`config.mk`:
```
export PLATFORM = sky130hd
export DESIGN_NAME = ifetch_buffer_flat
export DESIGN_NICKNAME = d
export VERILOG_FILES = /design/src/rtl/ifetch_buffer_pkg.sv /design/src/rtl/ifetch_buffer_if.sv /design/src/rtl/ifetch_buffer_fetch_fifo.sv /design/src/rtl/ifetch_buffer.sv /design/src/flat_wrapper.sv
export SDC_FILE = /design/constraint.sdc
export NUM_CORES = 1
export LEC_CHECK = 0
export ABC_CLOCK_PERIOD_IN_PS = 2300
export BUFFER_PORTS_ARGS = -buffer_cell sky130_fd_sc_hd__buf_2
export CAP_MARGIN = 5
export CORE_MARGIN = 2
export CORE_UTILIZATION = 45
export DETAILED_ROUTE_END_ITERATION = 12
export GPL_TIMING_DRIVEN = 0
export MAX_ROUTING_LAYER = met4
export PLACE_DENSITY_LB_ADDON = 0.05
export SETUP_SLACK_MARGIN = 0.4
export SYNTH_ARGS = -nofsm -noshare
export SYNTH_HDL_FRONTEND = slang
export SYNTH_HIERARCHICAL = 1
export SYNTH_SLANG_ARGS = --single-unit
export TNS_END_PERCENT = 100
```
`constraint.sdc`:
```
create_clock -name clk -period 2.3 [get_ports clk]
set_input_delay 0 -clock clk [delete_from_list [all_inputs] [get_ports clk]]
set_output_delay 0 -clock clk [all_outputs]
set_load 0.01 [all_outputs]
```
`src/rtl/ifetch_buffer_pkg.sv`:
```
// Purpose: shared types for the instruction prefetch slice (addresses, words, FIFO entries).
// Latency: n/a (definitions only).
// Backpressure: n/a (definitions only).
package ifetch_buffer_pkg;

  typedef logic [31:0] addr_t;
  typedef logic [31:0] data_t;
  typedef logic        enable_t;

  localparam int unsigned INST_BYTES = 4;

  // One queued fetch result: the PC it was fetched from and the returned word.
  typedef struct packed {
    addr_t pc;
    data_t inst;
  } fetch_entry_t;

  // Clear the byte-offset bits so every fetch address is word aligned.
  function automatic addr_t word_align(input addr_t a);
    return a & ~addr_t'(INST_BYTES - 1);
  endfunction

endpackage

```
`src/rtl/ifetch_buffer_if.sv`:
```
// Purpose: bundles the memory fetch port, the redirect input and the decode handshake.
// Latency: n/a (wires only).
// Backpressure: inst_ready_i from the consumer; imem side has none (fixed 1-cycle return).
// Ports: master = prefetch stage (drives imem_addr_o/imem_ren_o and the inst_* outputs),
//        slave  = surrounding system (memory, execute redirect, decode).
interface ifetch_buffer_if;
  import ifetch_buffer_pkg::*;

  addr_t   imem_addr_o;
  enable_t imem_ren_o;
  data_t   imem_data_i;
  enable_t redirect_i;
  addr_t   redirect_pc_i;
  enable_t inst_valid_o;
  data_t   inst_o;
  addr_t   inst_pc_o;
  enable_t inst_ready_i;

  modport master (
    output imem_addr_o, imem_ren_o,
    input  imem_data_i,
    input  redirect_i, redirect_pc_i,
    output inst_valid_o, inst_o, inst_pc_o,
    input  inst_ready_i
  );

  modport slave (
    input  imem_addr_o, imem_ren_o,
    output imem_data_i,
    output redirect_i, redirect_pc_i,
    input  inst_valid_o, inst_o, inst_pc_o,
    output inst_ready_i
  );

endinterface

```
`src/rtl/ifetch_buffer_fetch_fifo.sv`:
```
// Purpose: DEPTH-entry queue of fetch_entry_t with push/pop/flush and an occupancy count.
// Latency: a push is visible at the head on the following cycle (registered storage, no bypass).
// Backpressure: none internally; the caller must never push into a full queue.
// Ports: flush/push/pop controls, push_entry in, head out (entry at rd_ptr), count out.
module fetch_fifo
  import ifetch_buffer_pkg::*;
#(
  parameter int DEPTH = 4  // power of two, >= 2
) (
  input  logic                   clk,
  input  logic                   rst_n,
  input  logic                   flush,
  input  logic                   push,
  input  logic                   pop,
  input  fetch_entry_t           push_entry,
  output fetch_entry_t           head,
  output logic [$clog2(DEPTH):0] count
);

  localparam int AW = $clog2(DEPTH);
  localparam int CW = AW + 1;
  localparam logic [CW-1:0] FULL = CW'(DEPTH);

  fetch_entry_t  mem [DEPTH];
  logic [AW-1:0] wr_ptr;
  logic [AW-1:0] rd_ptr;
  logic          do_push;
  logic          do_pop;

  // Flush wins over both push and pop; a pop on an empty queue is ignored.
  assign do_push = push && !flush;
  assign do_pop  = pop && !flush && (count != '0);

  always_ff @(posedge clk or negedge rst_n) begin
    if (!rst_n) begin
      wr_ptr <= '0;
      rd_ptr <= '0;
      count  <= '0;
      for (int i = 0; i < DEPTH; i++) begin
        mem[i] <= '0;
      end
    end else if (flush) begin
      wr_ptr <= '0;
      rd_ptr <= '0;
      count  <= '0;
    end else begin
      if (do_push) begin
        mem[wr_ptr] <= push_entry;
        wr_ptr      <= wr_ptr + AW'(1);
      end
      if (do_pop) begin
        rd_ptr <= rd_ptr + AW'(1);
      end
      case ({do_push, do_pop})
        2'b10:   count <= count + CW'(1);
        2'b01:   count <= count - CW'(1);
        default: count <= count;
      endcase
    end
  end

  // Pointers wrap naturally because DEPTH is a power of two.
  assign head = mem[rd_ptr];

  // The issue side reserves a slot before fetching, so a push into a full
  // queue means the credit accounting is broken.
  a_no_overflow: assert property (@(posedge clk) disable iff (!rst_n)
    !(do_push && !do_pop && (count == FULL)));

endmodule

```
`src/rtl/ifetch_buffer.sv`:
```
// Purpose: instruction prefetch stage; issues sequential fetches, queues {pc, inst}, hands them to decode.
// Latency: issue at cycle t -> instruction visible at t+2 when the queue was empty; 1 inst/cycle steady state.
// Backpressure: inst_ready_i low fills the queue; fetch stops when queued + in-flight reaches DEPTH.
// Ports: clk, rst_n (async active-low), bus (ifetch_buffer_if.master: imem port, redirect, decode handshake).
module ifetch_buffer
  import ifetch_buffer_pkg::*;
#(
  parameter int    DEPTH    = 4,             // power of two, >= 2
  parameter addr_t RESET_PC = 32'h0000_0000
) (
  input logic             clk,
  input logic             rst_n,
  ifetch_buffer_if.master bus
);

  localparam int CW = $clog2(DEPTH) + 1;

  addr_t          fetch_pc_q;
  addr_t          issued_pc_q;
  logic           inflight_q;
  logic           run_q;

  logic [CW-1:0]  count;
  logic [CW:0]    occupancy;
  logic           credit;
  logic           push;
  logic           pop;
  fetch_entry_t   push_entry;
  fetch_entry_t   head;

  // Slots already committed: entries queued plus the word still returning.
  // A pop in the same cycle is deliberately not credited, which keeps the
  // issue decision off the consumer's ready path.
  assign occupancy = {1'b0, count} + {{CW{1'b0}}, inflight_q};
  assign credit    = run_q && (occupancy < (CW + 1)'(DEPTH));

  // A redirect always issues: it flushes the queue and kills the in-flight
  // word, so a slot is guaranteed and the new path starts without a bubble.
  assign bus.imem_ren_o  = run_q && (bus.redirect_i || credit);
  assign bus.imem_addr_o = bus.redirect_i ? word_align(bus.redirect_pc_i) : fetch_pc_q;

  always_ff @(posedge clk or negedge rst_n) begin
    if (!rst_n) begin
      run_q       <= 1'b0;
      fetch_pc_q  <= RESET_PC;
      issued_pc_q <= '0;
      inflight_q  <= 1'b0;
    end else begin
      run_q      <= 1'b1;
      inflight_q <= bus.imem_ren_o;
      if (bus.imem_ren_o) begin
        fetch_pc_q  <= bus.imem_addr_o + addr_t'(INST_BYTES);
        issued_pc_q <= bus.imem_addr_o;
      end
    end
  end

  // A word returning in a redirect cycle belongs to the old path and is dropped.
  assign push       = inflight_q && !bus.redirect_i;
  assign push_entry = '{pc: issued_pc_q, inst: bus.imem_data_i};

  assign bus.inst_valid_o = (count != '0) && !bus.redirect_i;
  assign pop              = bus.inst_valid_o && bus.inst_ready_i;

  fetch_fifo #(
    .DEPTH(DEPTH)
  ) u_fetch_fifo (
    .clk       (clk),
    .rst_n     (rst_n),
    .flush     (bus.redirect_i),
    .push      (push),
    .pop       (pop),
    .push_entry(push_entry),
    .head      (head),
    .count     (count)
  );

  assign bus.inst_o    = head.inst;
  assign bus.inst_pc_o = head.pc;

endmodule

```
`src/flat_wrapper.sv`:
```
// flat-port wrapper written by rule: the top's interface ports become plain ports
module ifetch_buffer_flat import ifetch_buffer_pkg::*;
#(
  parameter int    DEPTH    = 4,                                  
  parameter addr_t RESET_PC = 32'h0000_0000
)
  (clk, rst_n, bus_imem_addr_o, bus_imem_ren_o, bus_imem_data_i, bus_redirect_i, bus_redirect_pc_i, bus_inst_valid_o, bus_inst_o, bus_inst_pc_o, bus_inst_ready_i);
  ifetch_buffer_if bus_i ();
  input logic clk;
  input logic rst_n;
  output wire logic [$bits(bus_i.imem_addr_o)-1:0] bus_imem_addr_o;
  output wire logic [$bits(bus_i.imem_ren_o)-1:0] bus_imem_ren_o;
  input wire logic [$bits(bus_i.imem_data_i)-1:0] bus_imem_data_i;
  input wire logic [$bits(bus_i.redirect_i)-1:0] bus_redirect_i;
  input wire logic [$bits(bus_i.redirect_pc_i)-1:0] bus_redirect_pc_i;
  output wire logic [$bits(bus_i.inst_valid_o)-1:0] bus_inst_valid_o;
  output wire logic [$bits(bus_i.inst_o)-1:0] bus_inst_o;
  output wire logic [$bits(bus_i.inst_pc_o)-1:0] bus_inst_pc_o;
  input wire logic [$bits(bus_i.inst_ready_i)-1:0] bus_inst_ready_i;
  assign bus_imem_addr_o = bus_i.imem_addr_o;
  assign bus_imem_ren_o = bus_i.imem_ren_o;
  assign bus_i.imem_data_i = bus_imem_data_i;
  assign bus_i.redirect_i = bus_redirect_i;
  assign bus_i.redirect_pc_i = bus_redirect_pc_i;
  assign bus_inst_valid_o = bus_i.inst_valid_o;
  assign bus_inst_o = bus_i.inst_o;
  assign bus_inst_pc_o = bus_i.inst_pc_o;
  assign bus_i.inst_ready_i = bus_inst_ready_i;
  ifetch_buffer #(.DEPTH(DEPTH), .RESET_PC(RESET_PC)) u_core (.clk(clk), .rst_n(rst_n), .bus(bus_i));
endmodule
```
==> impl_results.md <==
- Clk slew on worst S/H paths: 60 ps
- Synth async-reset ratio: 1.00
- PwrDens: 821 mW/mm²
- Initial Util: 0.458
- VDD IR max: 406 µV
- Fin Hold WS: 17.8 ps
- Skew final: 10.9 ps
- Die height: 195 µm
- Post-synthesis sequential area ratio: 0.501
- Drt pass-1 iters: 5
- Antenna Cells: 0
- Max Cap Viol: 0
- Initial antenna violation count: 0
- Crit path max fanout: 3
- Slowest CP cell: dfrtp_2
- Chip Width: 195 µm
- Final period util: 0.954
- Final setup violation count: 0
- Worst path cell trace: nor3_4, nor2_2, and2_4, o31ai_4, nor3_2, fa_2, or3_1, a21o_2, a31oi_1
- # DRC: 0
- Worst skew pair latency: 530 ps
- Rows: 69
- Routed length per instance: 21.9 µm
- Normalized max-slew margin: 0.449
- Startpoint Class: register
- Largest net degree at the start of global routing: 104
- Gr ovfl total: 0
- Vias in the first global route: 10.7k
- Critical Path RT: 2740 ps
- Final hold vios: 0
- RSZ-0062 raised after global routing: true
- EDFF count, synth: 0
- Hold Crit Class: in2reg
- Crit path kind: reg2reg
- Max incr delay on CP: 440 ps
- WL final: 40,900 µm
- Post-route setup slack: 105 ps
- Core area: 0.0357 mm²
- Global-route wire length before repair: 64,700 µm
- Fin. max-slew vios: 0
- TritonCTS Buffers: 39
- Max frequency: 456 MHz
- CTS max path bufs: 3
- Mapped cell area: 0.0163 mm²
- Vias per cell: 5.38
- Clk network pwr share: 0.353
- Boundary pin count: 166
- Sw Pwr: 0.00446 W
- Critical Path AT: 2630 ps
- Cell Int Power: 0.0128 W
- Comb pwr share: 0.221
- Total GRT Usage: 0.227
- Final nets: 1,450
- Period minus WS final: 2190 ps
- Remaining antenna violation count: 0
- Most common cell after layout, fill and taps aside: dfrtp_1
- Reg power frac: 0.426
- Post-DP HPWL: 25,400 µm
- Gate Count Post-Synth: 1,054
- Pre-CTS setup slack: -511 ps
- Layout fillers: 2,846
- Element type at the critical path end: register
- Static Leak: 10.4 nW
- CTS tree: done
- Warnings from Yosys: 6
- Sw frac: 0.259
- Syn Nets: 1,128
- Synth area leader: dfrtp_1
- Synth top area share: 0.501
- Leading cell types in the layout, fill and taps excluded: 323 x dfrtp_1, 242 x mux2_4, 113 x buf_2, 80 x nand2_1, 68 x buf_6
- Avg Cell Area, Syn: 15.5 µm²
- Clk root buf: clkbuf_16
- Synth area leaders: dfrtp_1 50%, mux2_4 22%, mux4_2 8.8%
- Violation count after the first detailed-route iteration: 462
- Tot Pwr: 0.0173 W
- Final setup TNS: 0 ps
- GP Congestion: 0.865
- PortBufs: 163
- Routed via count: 10.0k
- Synth Register Bits: 327
- Synth Flop Type: dfrtp_1
- Layout cells sized above 1: 0.507
- Worst-margin pin slew: 804 ps
- # clock sinks: 327
- CTS H-tree lvls: 2
- Synth cell types: 59
- Status: completed
- Die area: 0.0379 mm²
- Area delta synth->final: 28.7%
## Yosys cell counts, drive strengths merged (2+ instances only)
cell      n
nand2b    3
a21o      8
inv      24
nor4      3
o21a      4
nand2    85
xor2      6
a22oi     4
a21boi    2
a211oi    2
o31ai     7
clkbuf    9
nor2b     4
nand3b    4
ha        5
nand4b    7
and3      2
dfrtp   327
o21ai    42
a31oi     3
nand3    21
mux2    270
or3       3
xnor2    16
nand4    11
mux4     64
mux2i    19
buf      52
and2      7
nor2     15
nor3      6
a21oi     5
## worst max-delay path: cells and delay by family, from the launching register on
family          cells  cell delay (ps)
flops               1              440
compound gates      3              410
simple gates        5              900
fa+ha+maj           1              350
## path summary, 6_finish.rpt
| kind | start | end | slack, ps | cells after the start |
|---|---|---|---|---|
| setup / recovery | u_core/u_fetch_fifo/count[2] | u_core/u_fetch_fifo/count[2] | 110 | 9 |
| hold / removal | bus_redirect_pc_i[21] | u_core/issued_pc_q[21] | 20 | 3 |
| setup reg to reg | u_core/u_fetch_fifo/count[2] | u_core/u_fetch_fifo/count[2] | 110 | 9 |
| hold reg to reg | u_core/fetch_pc_q[19] | u_core/fetch_pc_q[19] | 490 | 2 |
| max in group asynchronous | rst_n | u_core/u_fetch_fifo/mem[36] | 660 | 5 |
| min in group asynchronous | rst_n | u_core/u_fetch_fifo/mem[209] | 580 | 3 |
## state kept, by name, indices dropped and copies added, names as in the netlist
name                        flops
u_core/inflight_q               1
u_core/run_q                    1
u_core/u_fetch_fifo/count       3
u_core/u_fetch_fifo/rd_ptr      2
u_core/u_fetch_fifo/mem       256
u_core/u_fetch_fifo/wr_ptr      2
u_core/fetch_pc_q              32
u_core/issued_pc_q             30
## stage by stage
stage	instances	utilization	instance area [µm²]
2_1_floorplan	1054	-	16400
3_3_place_gp	1678	0.499	17800
3_5_place_dp	1681	0.502	17900
4_1_cts	1852	0.576	20500
5_1_grt	1864	0.590	21000
6_report	1864	0.590	21000
## kinds of logic after synthesis
logic type	count (synthesis)	synth area share
multiplexers	353	0.341
flip-flops	327	0.501
AND/OR/NAND/NOR	173	0.0574
AO/OA/AOI/OAI	87	0.0368
buffers and inverters	85	0.0472
XOR/XNOR	22	0.0118
adder cells (fa/ha/maj)	6	0.00505
other	1	0.000229
## final cells by class
type / instances / area [µm²] / area share
Buffer: 61 / 865 / 0.0411
Clock buffer: 60 / 1200 / 0.0569
Clock inverter: 8 / 67.6 / 0.00321
Inverter: 24 / 90.1 / 0.00428
Multi-Input combinational cell: 643 / 7550 / 0.359
Sequential cell: 327 / 8190 / 0.389
Tap cell: 461 / 577 / 0.0274
Timing Repair Buffer: 280 / 2500 / 0.119
## power by group through the flow
stage	Combinational [W]	Sequential, W	Clock, W
6_report	0.00382	0.00736	0.00609
4_1_cts	0.00354	0.00735	0.00627
2_1_floorplan	0.00233	0.00721	0
5_1_grt	0.00411	0.00748	0.00650
3_5_place_dp	0.00329	0.00741	0
3_3_place_gp	0.00321	0.00743	0
## timing repair
item,in CTS,in global routing
endpoints found under the hold margin,412,0
hold buffers,60,0
cloned,7,2
setup buffers,36,10
setup endpoints to repair,362,200
resized for setup,82,86
pin swaps,15,17
## layer usage
layer  wire [µm]  vias to the layer above  GRT usage
met3        1760                       62     0.0330
met5           0                        -          -
met2       19600                      270      0.356
li1            -                     4497          -
met1       18800                     5200      0.314
met4         779                        0     0.0519
Note: power is estimated with default switching activity, not from simulation.
